### src/rtl/mandelbrot_pkg.sv
`default_nettype none
// ============================================================================
// Module   : mandelbrot_pkg
// Purpose  : Shared types and constants for the Mandelbrot zoom sequencer.
// Revision : 1.0  initial release
// ============================================================================
package mandelbrot_pkg;

   localparam int FP_TOP  = 8;
   localparam int FP_BOT  = 24;
   localparam int FP_BITS = FP_TOP + FP_BOT;

   typedef logic signed [FP_BITS-1:0] fp_t;
   typedef logic [6:0]                zoom_t;

   typedef enum logic [2:0] {
      IDLE   = 3'd0,
      LAUNCH = 3'd1,
      CLEAR  = 3'd2,
      RENDER = 3'd3,
      DWELL  = 3'd4,
      STEP   = 3'd5,
      END    = 3'd6
   } seq_state_e;

   function automatic zoom_t zoom_step(input zoom_t z, input logic up);
      return up ? zoom_t'(z + 7'd1) : zoom_t'(z - 7'd1);
   endfunction

endpackage
`default_nettype wire

### src/rtl/mandelbrot_zoom_sequencer_if.sv
`default_nettype none
// ============================================================================
// Module   : mandelbrot_zoom_sequencer_if
// Purpose  : Sequencer-to-renderer control bundle (reset, zoom, offsets, finished).
// Revision : 1.0  initial release
// ============================================================================
interface mandelbrot_zoom_sequencer_if #(
   parameter int FP_BITS = mandelbrot_pkg::FP_BITS
);
   logic                      rend_reset;
   logic [6:0]                rend_zoom;
   logic signed [FP_BITS-1:0] rend_x0;
   logic signed [FP_BITS-1:0] rend_y0;
   logic                      rend_finished;

   modport master (
      output rend_reset, rend_zoom, rend_x0, rend_y0,
      input  rend_finished
   );

   modport slave (
      input  rend_reset, rend_zoom, rend_x0, rend_y0,
      output rend_finished
   );
endinterface
`default_nettype wire

### src/rtl/mandelbrot_zoom_sequencer_cnt.sv
`default_nettype none
// ============================================================================
// Module   : seq_down_counter
// Purpose  : Loadable down counter that stops at zero; used for dwell and watchdog.
// Revision : 1.0  initial release
// ============================================================================
module seq_down_counter #(
   parameter int WIDTH = 32
) (
   input  wire logic             clk_calc,
   input  wire logic             reset,
   input  wire logic             load_i,
   input  wire logic [WIDTH-1:0] load_val_i,
   input  wire logic             en_i,
   output logic                  zero_o
);
   logic [WIDTH-1:0] cnt_q;

   always_ff @(posedge clk_calc) begin
      if (reset) begin
         cnt_q <= '0;
      end else if (load_i) begin
         cnt_q <= load_val_i;
      end else if (en_i && (cnt_q != '0)) begin
         cnt_q <= cnt_q - 1'b1;
      end
   end

   assign zero_o = (cnt_q == '0);
endmodule
`default_nettype wire

### src/rtl/mandelbrot_zoom_sequencer.sv
`default_nettype none
// ============================================================================
// Module   : mandelbrot_zoom_sequencer
// Purpose  : Frame-level zoom animation controller driving the Mandelbrot renderer.
//            Optional MANDEL_AUTOPAN_EN: offsets advance by pan_dx/pan_dy per zoom step.
// Revision : 1.0  initial release
// ============================================================================
module mandelbrot_zoom_sequencer #(
   parameter int FP_TOP       = 8,
   parameter int FP_BOT       = 24,
   parameter int RST_CYCLES   = 2,
   parameter int TIMEOUT_BITS = 32
) (
   input  wire logic                            clk_calc,
   input  wire logic                            reset,
   input  wire logic                            start,
   input  wire logic                            stop,
   input  wire logic [6:0]                      zoom_start,
   input  wire logic [6:0]                      zoom_end,
   input  wire logic                            loop_en,
   input  wire logic [31:0]                     dwell_cycles,
   input  wire logic [TIMEOUT_BITS-1:0]         timeout_cycles,
   input  wire logic signed [FP_TOP+FP_BOT-1:0] x0_init,
   input  wire logic signed [FP_TOP+FP_BOT-1:0] y0_init,
   input  wire logic signed [FP_TOP+FP_BOT-1:0] pan_dx,
   input  wire logic signed [FP_TOP+FP_BOT-1:0] pan_dy,
   mandelbrot_zoom_sequencer_if.master          rend,
   output logic                                 busy,
   output logic                                 frame_done,
   output logic [15:0]                          frame_count,
   output logic                                 done,
   output logic                                 timeout_err
);
   localparam int FP_BITS = FP_TOP + FP_BOT;
   localparam int RST_W   = (RST_CYCLES > 1) ? $clog2(RST_CYCLES) : 1;

   import mandelbrot_pkg::*;

   seq_state_e                state_q, state_d;
   zoom_t                     zoom_q, zoom_d;
   logic signed [FP_BITS-1:0] x0_q, x0_d, y0_q, y0_d;
   logic                      rend_reset_q, rend_reset_d;
   logic                      busy_q, busy_d;
   logic                      frame_done_q, frame_done_d;
   logic [15:0]               frame_count_q, frame_count_d;
   logic                      done_q, done_d;
   logic                      timeout_err_q, timeout_err_d;
   logic                      stop_pending_q, stop_pending_d;
   logic [RST_W-1:0]          rst_cnt_q, rst_cnt_d;

   zoom_t                     cfg_zs_q, cfg_zs_d, cfg_ze_q, cfg_ze_d;
   logic                      cfg_loop_q, cfg_loop_d, cfg_up_q, cfg_up_d;
   logic [31:0]               cfg_dwell_q, cfg_dwell_d;
   logic [TIMEOUT_BITS-1:0]   cfg_timeout_q, cfg_timeout_d;
   logic signed [FP_BITS-1:0] cfg_x0_q, cfg_x0_d, cfg_y0_q, cfg_y0_d;
`ifdef MANDEL_AUTOPAN_EN
   logic signed [FP_BITS-1:0] cfg_dx_q, cfg_dx_d, cfg_dy_q, cfg_dy_d;
`else
   logic                      unused_pan;
   assign unused_pan = ^{pan_dx, pan_dy};
`endif

   logic dwell_load, dwell_en, dwell_zero;
   logic wd_load, wd_en, wd_zero, wd_expired;
   logic at_end;

   seq_down_counter #(.WIDTH(32)) u_dwell_cnt (
      .clk_calc   (clk_calc),
      .reset      (reset),
      .load_i     (dwell_load),
      .load_val_i (cfg_dwell_q - 32'd1),
      .en_i       (dwell_en),
      .zero_o     (dwell_zero)
   );

   seq_down_counter #(.WIDTH(TIMEOUT_BITS)) u_wd_cnt (
      .clk_calc   (clk_calc),
      .reset      (reset),
      .load_i     (wd_load),
      .load_val_i (cfg_timeout_q - 1'b1),
      .en_i       (wd_en),
      .zero_o     (wd_zero)
   );

   // Watchdog is loaded with timeout-1, so zero marks the timeout-th CLEAR/RENDER cycle.
   assign wd_expired = (cfg_timeout_q != '0) && wd_zero;
   assign at_end     = (zoom_q == cfg_ze_q);

   always_comb begin
      state_d        = state_q;
      zoom_d         = zoom_q;
      x0_d           = x0_q;
      y0_d           = y0_q;
      rend_reset_d   = rend_reset_q;
      busy_d         = busy_q;
      frame_done_d   = 1'b0;
      frame_count_d  = frame_count_q;
      done_d         = done_q;
      timeout_err_d  = timeout_err_q;
      stop_pending_d = stop_pending_q;
      rst_cnt_d      = rst_cnt_q;
      cfg_zs_d       = cfg_zs_q;
      cfg_ze_d       = cfg_ze_q;
      cfg_loop_d     = cfg_loop_q;
      cfg_up_d       = cfg_up_q;
      cfg_dwell_d    = cfg_dwell_q;
      cfg_timeout_d  = cfg_timeout_q;
      cfg_x0_d       = cfg_x0_q;
      cfg_y0_d       = cfg_y0_q;
`ifdef MANDEL_AUTOPAN_EN
      cfg_dx_d       = cfg_dx_q;
      cfg_dy_d       = cfg_dy_q;
`endif
      dwell_load     = 1'b0;
      dwell_en       = 1'b0;
      wd_load        = 1'b0;
      wd_en          = 1'b0;

      if ((state_q != IDLE) && stop) stop_pending_d = 1'b1;

      case (state_q)
         IDLE: begin
            if (start) begin
               cfg_zs_d       = zoom_start;
               cfg_ze_d       = zoom_end;
               cfg_loop_d     = loop_en;
               cfg_up_d       = (zoom_end >= zoom_start);
               cfg_dwell_d    = dwell_cycles;
               cfg_timeout_d  = timeout_cycles;
               cfg_x0_d       = x0_init;
               cfg_y0_d       = y0_init;
`ifdef MANDEL_AUTOPAN_EN
               cfg_dx_d       = pan_dx;
               cfg_dy_d       = pan_dy;
`endif
               zoom_d         = zoom_start;
               x0_d           = x0_init;
               y0_d           = y0_init;
               rend_reset_d   = 1'b1;
               busy_d         = 1'b1;
               frame_count_d  = 16'd0;
               done_d         = 1'b0;
               timeout_err_d  = 1'b0;
               stop_pending_d = 1'b0;
               rst_cnt_d      = RST_W'(RST_CYCLES - 1);
               state_d        = LAUNCH;
            end
         end
         LAUNCH: begin
            if (rst_cnt_q == '0) begin
               rend_reset_d = 1'b0;
               wd_load      = 1'b1;
               state_d      = CLEAR;
            end else begin
               rst_cnt_d = rst_cnt_q - 1'b1;
            end
         end
         CLEAR: begin
            wd_en = 1'b1;
            if (wd_expired) begin
               timeout_err_d = 1'b1;
               state_d       = END;
            end else if (!rend.rend_finished) begin
               state_d = RENDER;
            end
         end
         RENDER: begin
            wd_en = 1'b1;
            if (rend.rend_finished) begin
               frame_done_d  = 1'b1;
               frame_count_d = frame_count_q + 16'd1;
               if (cfg_dwell_q == 32'd0) begin
                  state_d = STEP;
               end else begin
                  dwell_load = 1'b1;
                  state_d    = DWELL;
               end
            end else if (wd_expired) begin
               timeout_err_d = 1'b1;
               state_d       = END;
            end
         end
         DWELL: begin
            dwell_en = 1'b1;
            if (dwell_zero) state_d = STEP;
         end
         STEP: begin
            if (stop_pending_q || stop || (at_end && !cfg_loop_q)) begin
               state_d = END;
            end else begin
               if (at_end) begin
                  zoom_d = cfg_zs_q;
                  x0_d   = cfg_x0_q;
                  y0_d   = cfg_y0_q;
               end else begin
                  zoom_d = zoom_step(zoom_q, cfg_up_q);
`ifdef MANDEL_AUTOPAN_EN
                  x0_d   = x0_q + cfg_dx_q;
                  y0_d   = y0_q + cfg_dy_q;
`endif
               end
               rend_reset_d = 1'b1;
               rst_cnt_d    = RST_W'(RST_CYCLES - 1);
               state_d      = LAUNCH;
            end
         end
         END: begin
            busy_d         = 1'b0;
            done_d         = 1'b1;
            stop_pending_d = 1'b0;
            state_d        = IDLE;
         end
         default: state_d = IDLE;
      endcase
   end

   always_ff @(posedge clk_calc) begin
      if (reset) begin
         state_q        <= IDLE;
         zoom_q         <= '0;
         x0_q           <= '0;
         y0_q           <= '0;
         rend_reset_q   <= 1'b1;
         busy_q         <= 1'b0;
         frame_done_q   <= 1'b0;
         frame_count_q  <= 16'd0;
         done_q         <= 1'b0;
         timeout_err_q  <= 1'b0;
         stop_pending_q <= 1'b0;
         rst_cnt_q      <= '0;
         cfg_zs_q       <= '0;
         cfg_ze_q       <= '0;
         cfg_loop_q     <= 1'b0;
         cfg_up_q       <= 1'b0;
         cfg_dwell_q    <= '0;
         cfg_timeout_q  <= '0;
         cfg_x0_q       <= '0;
         cfg_y0_q       <= '0;
`ifdef MANDEL_AUTOPAN_EN
         cfg_dx_q       <= '0;
         cfg_dy_q       <= '0;
`endif
      end else begin
         state_q        <= state_d;
         zoom_q         <= zoom_d;
         x0_q           <= x0_d;
         y0_q           <= y0_d;
         rend_reset_q   <= rend_reset_d;
         busy_q         <= busy_d;
         frame_done_q   <= frame_done_d;
         frame_count_q  <= frame_count_d;
         done_q         <= done_d;
         timeout_err_q  <= timeout_err_d;
         stop_pending_q <= stop_pending_d;
         rst_cnt_q      <= rst_cnt_d;
         cfg_zs_q       <= cfg_zs_d;
         cfg_ze_q       <= cfg_ze_d;
         cfg_loop_q     <= cfg_loop_d;
         cfg_up_q       <= cfg_up_d;
         cfg_dwell_q    <= cfg_dwell_d;
         cfg_timeout_q  <= cfg_timeout_d;
         cfg_x0_q       <= cfg_x0_d;
         cfg_y0_q       <= cfg_y0_d;
`ifdef MANDEL_AUTOPAN_EN
         cfg_dx_q       <= cfg_dx_d;
         cfg_dy_q       <= cfg_dy_d;
`endif
      end
   end

   assign rend.rend_reset = rend_reset_q;
   assign rend.rend_zoom  = zoom_q;
   assign rend.rend_x0    = x0_q;
   assign rend.rend_y0    = y0_q;
   assign busy            = busy_q;
   assign frame_done      = frame_done_q;
   assign frame_count     = frame_count_q;
   assign done            = done_q;
   assign timeout_err     = timeout_err_q;
endmodule
`default_nettype wire
### src/flat_wrapper.sv
// flat-port wrapper written by rule: the top's interface ports become plain ports
module mandelbrot_zoom_sequencer_flat import mandelbrot_pkg::*;
#(
   parameter int FP_TOP       = 8,
   parameter int FP_BOT       = 24,
   parameter int RST_CYCLES   = 2,
   parameter int TIMEOUT_BITS = 32
)
  (clk_calc, reset, start, stop, zoom_start, zoom_end, loop_en, dwell_cycles, timeout_cycles, x0_init, y0_init, pan_dx, pan_dy, busy, frame_done, frame_count, done, timeout_err, rend_rend_reset, rend_rend_zoom, rend_rend_x0, rend_rend_y0, rend_rend_finished);
  mandelbrot_zoom_sequencer_if rend_i ();
  input  wire logic clk_calc;
  input  wire logic reset;
  input  wire logic start;
  input  wire logic stop;
  input  wire logic [6:0] zoom_start;
  input  wire logic [6:0] zoom_end;
  input  wire logic loop_en;
  input  wire logic [31:0] dwell_cycles;
  input  wire logic [TIMEOUT_BITS-1:0] timeout_cycles;
  input  wire logic signed [FP_TOP+FP_BOT-1:0] x0_init;
  input  wire logic signed [FP_TOP+FP_BOT-1:0] y0_init;
  input  wire logic signed [FP_TOP+FP_BOT-1:0] pan_dx;
  input  wire logic signed [FP_TOP+FP_BOT-1:0] pan_dy;
  output logic busy;
  output logic frame_done;
  output logic [15:0] frame_count;
  output logic done;
  output logic timeout_err;
  output wire logic [$bits(rend_i.rend_reset)-1:0] rend_rend_reset;
  output wire logic [$bits(rend_i.rend_zoom)-1:0] rend_rend_zoom;
  output wire logic [$bits(rend_i.rend_x0)-1:0] rend_rend_x0;
  output wire logic [$bits(rend_i.rend_y0)-1:0] rend_rend_y0;
  input wire logic [$bits(rend_i.rend_finished)-1:0] rend_rend_finished;
  assign rend_rend_reset = rend_i.rend_reset;
  assign rend_rend_zoom = rend_i.rend_zoom;
  assign rend_rend_x0 = rend_i.rend_x0;
  assign rend_rend_y0 = rend_i.rend_y0;
  assign rend_i.rend_finished = rend_rend_finished;
  mandelbrot_zoom_sequencer #(.FP_TOP(FP_TOP), .FP_BOT(FP_BOT), .RST_CYCLES(RST_CYCLES), .TIMEOUT_BITS(TIMEOUT_BITS)) u_core (.clk_calc(clk_calc), .reset(reset), .start(start), .stop(stop), .zoom_start(zoom_start), .zoom_end(zoom_end), .loop_en(loop_en), .dwell_cycles(dwell_cycles), .timeout_cycles(timeout_cycles), .x0_init(x0_init), .y0_init(y0_init), .pan_dx(pan_dx), .pan_dy(pan_dy), .rend(rend_i), .busy(busy), .frame_done(frame_done), .frame_count(frame_count), .done(done), .timeout_err(timeout_err));
endmodule
### config.mk
export PLATFORM = sky130hd
export DESIGN_NAME = mandelbrot_zoom_sequencer_flat
export DESIGN_NICKNAME = d
export VERILOG_FILES = /design/src/rtl/mandelbrot_pkg.sv /design/src/rtl/mandelbrot_zoom_sequencer_if.sv /design/src/rtl/mandelbrot_zoom_sequencer_cnt.sv /design/src/rtl/mandelbrot_zoom_sequencer.sv /design/src/flat_wrapper.sv
export SDC_FILE = /design/constraint.sdc
export NUM_CORES = 1
export LEC_CHECK = 0
export CORE_MARGIN = 3
export CORE_UTILIZATION = 45
export CTS_CLUSTER_SIZE = 16
export DETAILED_ROUTE_END_ITERATION = 16
export PLACE_DENSITY = 0.71
export SETUP_SLACK_MARGIN = 0.15
export SYNTH_ARGS = -nofsm -noshare
export SYNTH_HDL_FRONTEND = slang
export SYNTH_HIERARCHICAL = 1
export SYNTH_SLANG_ARGS = --single-unit
### constraint.sdc
create_clock -name clk_calc -period 3.4 [get_ports clk_calc]
set_input_delay 0.85 -clock clk_calc [delete_from_list [all_inputs] [get_ports clk_calc]]
set_output_delay 0.85 -clock clk_calc [all_outputs]
set_load 0.02 [all_outputs]
; ---- After elaboration in Yosys (flattened, before gate mapping)
; Index checks and enable logic that the tools add are counted.
[op_classes]
n_addsub = 8
magnitude_cmp = 1
eq_ne = 16
muxes = 53
n_bitwise = 1
reduce_logical = 34
[op_table]
columns = op, count
row1 = two-way mux 32 bit, 10
row2 = one-hot mux 32 bit (2 select lines), 2
row3 = "subtractor 32 x 1 -> 32 bit, second input constant", 4
row4 = logical NOT 32 bit, 3
row5 = nonzero test 32 bit, 3
row6 = two-way mux 16 bit, 2
row7 = one-hot mux 16 bit (2 select lines), 1
row8 = two-way mux 7 bit, 4
row9 = two-way mux 3 bit, 8
row10 = two-way mux 1 bit, 18
row11 = one-hot mux 3 bit (6 select lines), 1
row12 = "adder 16 x 1 -> 16 bit, second input constant", 1
row13 = one-hot mux 7 bit (2 select lines), 1
row14 = AND reduction 3 bit, 4
row15 = "inequality test 2 bit, second input constant", 5
row16 = nonzero test 2 bit, 5
row17 = "equality test 3 bit, second input constant", 3
row18 = one-hot mux 1 bit (3 select lines), 3
row19 = nonzero test 3 bit, 3
row20 = AND reduction 4 bit, 2
row21 = "adder 7 x 1 -> 7 bit, second input constant", 1
row22 = equality test 7 bit, 1
row23 = >= comparator 7 bit, 1
row24 = "subtractor 7 x 1 -> 7 bit, second input constant", 1
row25 = 14 further kinds, 26
[totals]
reg_bits = 305
output_inout_bits = 92
word_cells = 135

; ---- Logic depth before layout (Yosys ltp)
; Gate-level depths: netlist (run 1).
[depth]
word_depth = 6
mapped_depth = 12
ltp_nobuf = 10

; ---- Hierarchy
; Netlist (run 1), hierarchy kept.
[modules_own_cells]
columns = mod, instances, cells_per_inst, area_per_inst_um2
row1 = mandelbrot_zoom_sequencer, 1, 1430, 10874.2
row2 = seq_down_counter, 2, 246, 2064.5

; ---- Worst setup path before layout (run 1)
; OpenSTA, ideal clock, no wires.
[synth_path]
path_type = register to register
startpoint = reg u_core.cfg_dwell_q[17]
endpoint = reg u_core.u_dwell_cnt.cnt_q[11]
setup_time_ns = 0.088
t_arrival_ns = 2.782
path_slack_ns = 0.530
stages_incl_launch_ff = 12
n_path_buf = 3
period_less_slack_ns = 2.870
path_cell_list = dfxtp_1 -> or4_4 -> nor4_2 -> or2b_1 -> nor3_2 -> a21oi_1 -> clkbuf_1 -> inv_1 -> clkbuf_1 -> clkbuf_1 -> nor2_1 -> a311oi_2
[synth_between]
elab_chain_len = 5
elab_cells_between_ends = 6
[synth_rtl]
columns = element, line
row1 = start: declaration, mandelbrot_zoom_sequencer.sv:53  ; logic [31:0] cfg_dwell_q, cfg_dwell_d;
row2 = start signal: assignment, mandelbrot_zoom_sequencer.sv:260  ; cfg_dwell_q <= cfg_dwell_d;
row3 = logical NOT 32 bit *, mandelbrot_zoom_sequencer.sv:172  ; if (cfg_dwell_q == 32'd0) begin
row4 = two-way mux 1 bit *, mandelbrot_zoom_sequencer.sv:172
row5 = two-way mux 1 bit *, mandelbrot_zoom_sequencer.sv:169  ; if (rend.rend_finished) begin
row6 = two-way mux 1 bit *, mandelbrot_zoom_sequencer.sv:121  ; case (state_q)
row7 = named net u_core.dwell_load, mandelbrot_zoom_sequencer.sv:63  ; logic dwell_load, dwell_en, dwell_zero;
row8 = two-way mux 32 bit or nonzero test 2 bit (tied branches), -
row9 = end signal: assignment, mandelbrot_zoom_sequencer_cnt.sv:23  ; cnt_q <= load_val_i;
row10 = end signal: assignment, mandelbrot_zoom_sequencer_cnt.sv:25  ; cnt_q <= cnt_q - 1'b1;
row11 = end: declaration, mandelbrot_zoom_sequencer_cnt.sv:17  ; logic [WIDTH-1:0] cnt_q;
; Mark *: on every way through the listed nets, which the timed path passes. The rest lies on a longest branch.
; A chain may end at the register's enable or synchronous reset.

; ---- Final worst setup path (run 1)
[layout_path]
startpoint = reg u_core.zoom_q[0], in the netlist u_core/rend.rend_zoom[0]
endpoint = reg u_core.y0_q[2], in the netlist u_core/rend.rend_y0[2]
[layout_between]
elab_chain_len = 5
elab_cells_between_ends = 6
[layout_rtl]
columns = element, line
row1 = start: declaration, mandelbrot_zoom_sequencer.sv:40  ; zoom_t zoom_q, zoom_d;
row2 = start signal: assignment, mandelbrot_zoom_sequencer.sv:245  ; zoom_q <= zoom_d;
row3 = equality test 7 bit *, mandelbrot_zoom_sequencer.sv:87  ; assign at_end = (zoom_q == cfg_ze_q);
row4 = logical AND 1 bit, mandelbrot_zoom_sequencer.sv:188  ; if (stop_pending_q || stop || (at_end && !cfg_loop_q)) begin
row5 = logical OR 1 bit, mandelbrot_zoom_sequencer.sv:188
row6 = inequality test 2 bit (no source line), -
row7 = AND reduction 4 bit (no source line) *, -
row8 = end signal: assignment, mandelbrot_zoom_sequencer.sv:247  ; y0_q <= y0_d;
row9 = end: declaration, mandelbrot_zoom_sequencer.sv:41  ; logic signed [FP_BITS-1:0] x0_q, x0_d, y0_q, y0_d;
; Mark *: on every way between the ends. The rest lies on a longest branch, timed or not.

==> results.yml, run 1 <==
power_and_ir_drop:
  ir_worst_vdd_mv: 0.501
  power_density_nw_per_um2: 912
  p_leak_nw: 6.97
grt:
  grt_overflow: 0
  grt_max_degree: 102
  grt_pass1_wl_um: 70000
  antenna_found_initial: 2
  track_usage: 0.233
  grt_pass1_vias: 13900
layout:
  final_cell_mix: "nand2_1 (482), dfxtp_1 (305), clkdlybuf4s50_1 (238)"
  seq_area_um2: 6110
  drive_gt1_frac: 0.0676
  synthToLayoutAreaGrowth_pct: 26.9
  multiInputGateArea_um2: 8200
  final_common_cell: "nand2_1"
  stdcell_area_um2: 19000
  fin_util: 0.582
  layout.nets: 2337
  nFillCells: 2945
synth:
  synth_ff_type: "dfxtp_1"
  syn-cell-area_um2: 15000
  ys_types: 70
  seq_area_frac_synth: 0.407
  yosysWarnings: 6
  synthArstFlopShare: 0
  synth-seq-cells: 305
  synth_edf_count: 0
  syn_area_per_cell_um2: 7.81
  syn-num-nets: 2153
  synth_cells: 1922
timing:
  fmax_mhz: 337
  min_period_ps: 2960
  hold_viol_final: 0
  tightest_slew_ps: 886
  skew_ps: 13.6
  tns_ps: 0
  rsz0062_at_grt: "no"
  slew_viol_final: 0
  fin_crit_sh: 0.872
  fin_hold_ws_ps: 454
  slew-limit-headroom: 0.410
  finalSetupViolCount: 0
clocking:
  cts.clk_slew.worst_paths_ps: 60
  cts_tree: "done"
  cts_root_buf: "clkbuf_16"
  hold_buffers: 0
  numCtsBuffers: 36
  post-cts-setup-buffers: 0
  clock_latency_ps: 520
  clk_path_buf_depth: 3
  cts_max_level: 2
  cts.sinks: 305
  post_cts_resized: 0
worst_hold_path:
  holdCritPathClass: "reg2reg"
flow_run:
  drv_cap: 0
detailed_routing:
  drc: 0
  drt-total-wl_um: 42700
  drt_iter0_drc: 916
  dr.pass1.iters: 5
  vias: 14400
  ant_nets: 0
  viasPerCell: 5.59
  post_drt_wl_per_cell_um: 16.6
placement:
  dpl_cell_area_um2: 17800
  io_buffers: 239
  dp_hpwl_um: 29400
  globalplace.congestion: 0.844
setup_path:
  end_kind: "register"
  cp.arrival_ps: 3370
  path_class: "reg2reg"
  setup.worst_path.start_class: "register"
  crit_fanout: 28
  crit_required_ps: 3810
die:
  dieArea_um2: 35600
  num_rows: 66
  die_h_um: 189
  die_width_um: 189
  io_pins: 304
  initial_utilization: 0.459
  core_area_um2: 32700
outcome:
  status: "complete, no violations"
==> where the power goes <==
part | internal [mW] | switching, mW | leakage, nW | total [mW]
Clock | 2.50 | 1.58 | 0.631 | 4.07
Sequential | 4.48 | 0.789 | 2.50 | 5.27
Combinational | 3.10 | 4.90 | 3.84 | 8.01
==> cell type report <==
cell class	count	share of cell area
Antenna cell	1	0.000131
Clock buffer	44	0.0526
Clock inverter	19	0.0139
Inverter	44	0.00868
Multi-Input combinational cell	1443	0.431
Sequential cell	305	0.321
Tap cell	442	0.0291
Timing Repair Buffer	276	0.144
==> flip-flops by register name, summed over array words and instances, names as in the netlist, 7 cells and up <==
| register | flops |
|---|---|
| u_core/rend.rend_y0 | 32 |
| u_core/cfg_dwell_q | 32 |
| u_core/frame_count | 16 |
| u_core/u_wd_cnt/cnt_q | 32 |
| u_core/rend.rend_zoom | 7 |
| u_core/cfg_ze_q | 7 |
| u_core/cfg_timeout_q | 32 |
| u_core/rend.rend_x0 | 32 |
| u_core/cfg_zs_q | 7 |
| u_core/cfg_y0_q | 32 |
| u_core/u_dwell_cnt/cnt_q | 32 |
| u_core/cfg_x0_q | 32 |
==> cells by family after synthesis <==
logic type	after synthesis	synth area share
multiplexers	7	0.00467
flip-flops	305	0.407
buffers and inverters	174	0.0488
adder cells (fa/ha/maj)	19	0.0163
AND/OR/NAND/NOR	900	0.271
AO/OA/AOI/OAI	421	0.196
XOR/XNOR	96	0.0560
==> through the flow <==
stage               total power [mW]  worst slack [ps]  instances
floorplan                       10.8               530       1922
global route                    18.6               193       2574
global placement                13.1               150       2510
finish                          17.3               435       2574
CTS                             17.4               420       2573
detailed placement              13.2               106       2510
==> cells in the mapped netlist (all sizes together) (7+ instances only) <==
cell	n	area, µm²
a2111oi	10	100
a211oi	32	240
a21oi	176	881
a311oi	90	838
and3	12	75.1
buf	23	165
clkbuf	107	402
dfxtp	305	6110
ha	18	225
inv	43	161
mux2i	7	70.1
nand2	482	1810
nand2b	14	87.6
nand3	25	125
nand4	16	100
nor2	177	664
nor3	47	250
nor3b	9	72.6
nor4	28	194
o211ai	9	67.6
o21ai	30	150
o31a	12	105
o31ai	20	178
o41ai	13	114
or3	23	154
or4	32	259
xnor2	56	490
xor2	40	350
==> worst max-delay path, stage by stage, from the launching register on <==
cell	delay, ps
dfxtp_1	480
xnor2_1	160
nand4_1	190
or2_1	490
o21ai_4	780
buf_4	340
nor2_1	60
a311oi_1	330
==> final timing paths <==
check                                         startpoint                     end  slack, ps  cells past startpoint
worst max-delay path            u_core/rend.rend_zoom[0]  u_core/rend.rend_y0[2]        440                      7
worst min-delay path                 u_core/cfg_y0_q[27]     u_core/cfg_y0_q[27]        450                      2
worst max register to register  u_core/rend.rend_zoom[0]  u_core/rend.rend_y0[2]        440                      7
worst min register to register       u_core/cfg_y0_q[27]     u_core/cfg_y0_q[27]        450                      2
==> layer usage <==
metal | global-route usage | part of all wire | vias to the layer above
li1 | - | - | 7152
met5 | 0 | 0.00030 | -
met1 | 0.281 | 0.41 | 6823
met2 | 0.404 | 0.48 | 364
met4 | 0.0561 | 0.020 | 2
met3 | 0.0744 | 0.081 | 58
No activity file was read; power rests on OpenSTA's default activity.
==> run 2: changes to the inputs <==
Settings changed: CORE_UTILIZATION 45 to 34, PLACE_DENSITY 0.71 to unset.
==> run 2 against run 1 <==
Register-to-register slack gained 140 ps. Sequential cell count stayed put. Sequential share of layout area shrank 0.18 points. Sequential power about the same. Clock power decreased by 4%. Global-route usage down 4.7 points. Non-clock buffer count stayed put.
==> results.yml, run 2 (synthesis results as in run 1) <==
outcome:
  status: "complete, no violations"
layout:
  drive_gt1_frac: 0.0647
  synthToLayoutAreaGrowth_pct: 27.6
  fin_util: 0.441
  final_cell_mix: "nand2_1 (482), dfxtp_1 (305), clkdlybuf4s50_1 (238)"
  nFillCells: 4359
  layout.nets: 2337
  antenna_cells: 0
  final_common_cell: "nand2_1"
grt:
  antenna_found_initial: 5
  grt_pass1_vias: 13900
  grt_overflow: 0
  grt_max_degree: 133
  track_usage: 0.185
  grt_pass1_wl_um: 72500
timing:
  tightest_slew_ps: 919
  finalSetupViolCount: 0
  slew-limit-headroom: 0.387
  rsz0062_at_grt: "no"
  min_period_ps: 2830
  fmax_mhz: 354
  tns_ps: 0
  hold_viol_final: 0
  slew_viol_final: 0
  fin_crit_sh: 0.831
  setup_ws_ps: 573
  skew_ps: 18.3
die:
  die_width_um: 216
  initial_utilization: 0.346
  die_h_um: 216
  core_area_um2: 43400
  dieArea_um2: 46700
  io_pins: 304
  num_rows: 76
placement:
  globalplace.congestion: 0.820
  io_buffers: 239
  pre_cts_slack_ps: 100
  dp_hpwl_um: 30100
detailed_routing:
  drt_iter0_drc: 779
  route.met2.wl_um: 21400
  wl_met3_um: 3400
  dr.pass1.iters: 5
  maxUsedRoutingLayer: "met5"
  ant_nets: 0
  viasPerCell: 5.25
  vias: 14300
  drc: 0
  wirelength_met1_um: 19000
  post_drt_wl_per_cell_um: 16.4
  drt-total-wl_um: 44600
setup_path:
  regToRegSetupSlack_ps: 570
  cp.arrival_ps: 3260
  path_class: "reg2reg"
  crit_required_ps: 3830
  end_kind: "register"
  setup.worst_path.start_class: "register"
  crit_fanout: 7
clocking:
  cts_root_buf: "clkbuf_16"
  numCtsBuffers: 36
  clk_path_buf_depth: 3
  post-cts-setup-buffers: 0
  post_cts_resized: 0
  cts_tree: "done"
  cts_max_level: 2
  clock_latency_ps: 550
  cts.sinks: 305
  cts.clk_slew.worst_paths_ps: 60
  hold_buffers: 0
power_and_ir_drop:
  swShare: 0.423
  p_int_mw: 9.93
  power_density_nw_per_um2: 899
  pwr-share-clk: 0.227
  power.switching_mw: 7.29
  power_mw: 17.2
  pwr-share-seq: 0.307
  power_frac_comb: 0.466
  ir_worst_vdd_mv: 0.356
  p_leak_nw: 6.93
worst_hold_path:
  holdCritPathClass: "reg2reg"
flow_run:
  drv_cap: 0
## run 2: power groups by stage
stage | logic, mW | registers, mW | clock network (mW)
after floorplan | 5.32 | 5.48 | 0
after global placement | 7.88 | 5.30 | 0
after detailed placement | 7.98 | 5.33 | 0
after CTS | 8.02 | 5.27 | 4.03
after global routing | 8.90 | 5.41 | 4.17
final | 8.02 | 5.28 | 3.91
## run 2: metal layers
metal,track usage,up-vias
li1,-,7137
met1,0.223,6761
met2,0.318,296
met3,0.0625,58
met4,0.0497,10
met5,0,-
## run 2: critical path: stages, from the launching register on
cell	delay, ps
dfxtp_1	330
or4_1	590
nor3_1	420
nand3b_1	380
nor4_1	370
xor2_1	170
inv_1	90
a2111oi_2	370
## run 2: stage by stage
step                cells  hold slack, ps  cell area (µm²)
finish               2717             452            19100
detailed placement   2653             447            17900
floorplan            1922             436            15000
CTS                  2717             455            19100
global placement     2653             441            17900
global route         2717             466            19100
## run 2: layout make-up
cell class / count / area (µm²) / share of cell area
clock buffer: 49 / 1010 / 0.0528
clock inverter: 15 / 189 / 0.00987
inverter: 44 / 165 / 0.00863
multi-input combinational: 1443 / 8200 / 0.428
sequential: 305 / 6110 / 0.319
tap: 585 / 732 / 0.0382
timing repair buffer: 276 / 2740 / 0.143
## run 2: worst paths after layout
kind	start	endpoint	depth (start not counted)
worst max-delay path	u_core/cfg_dwell_q[0]	u_core/u_dwell_cnt/cnt_q[23]	7
worst min-delay path	u_core/cfg_x0_q[31]	u_core/cfg_x0_q[31]	2
worst min register to register	u_core/cfg_x0_q[31]	u_core/cfg_x0_q[31]	2
worst max register to register	u_core/cfg_dwell_q[0]	u_core/u_dwell_cnt/cnt_q[23]	7
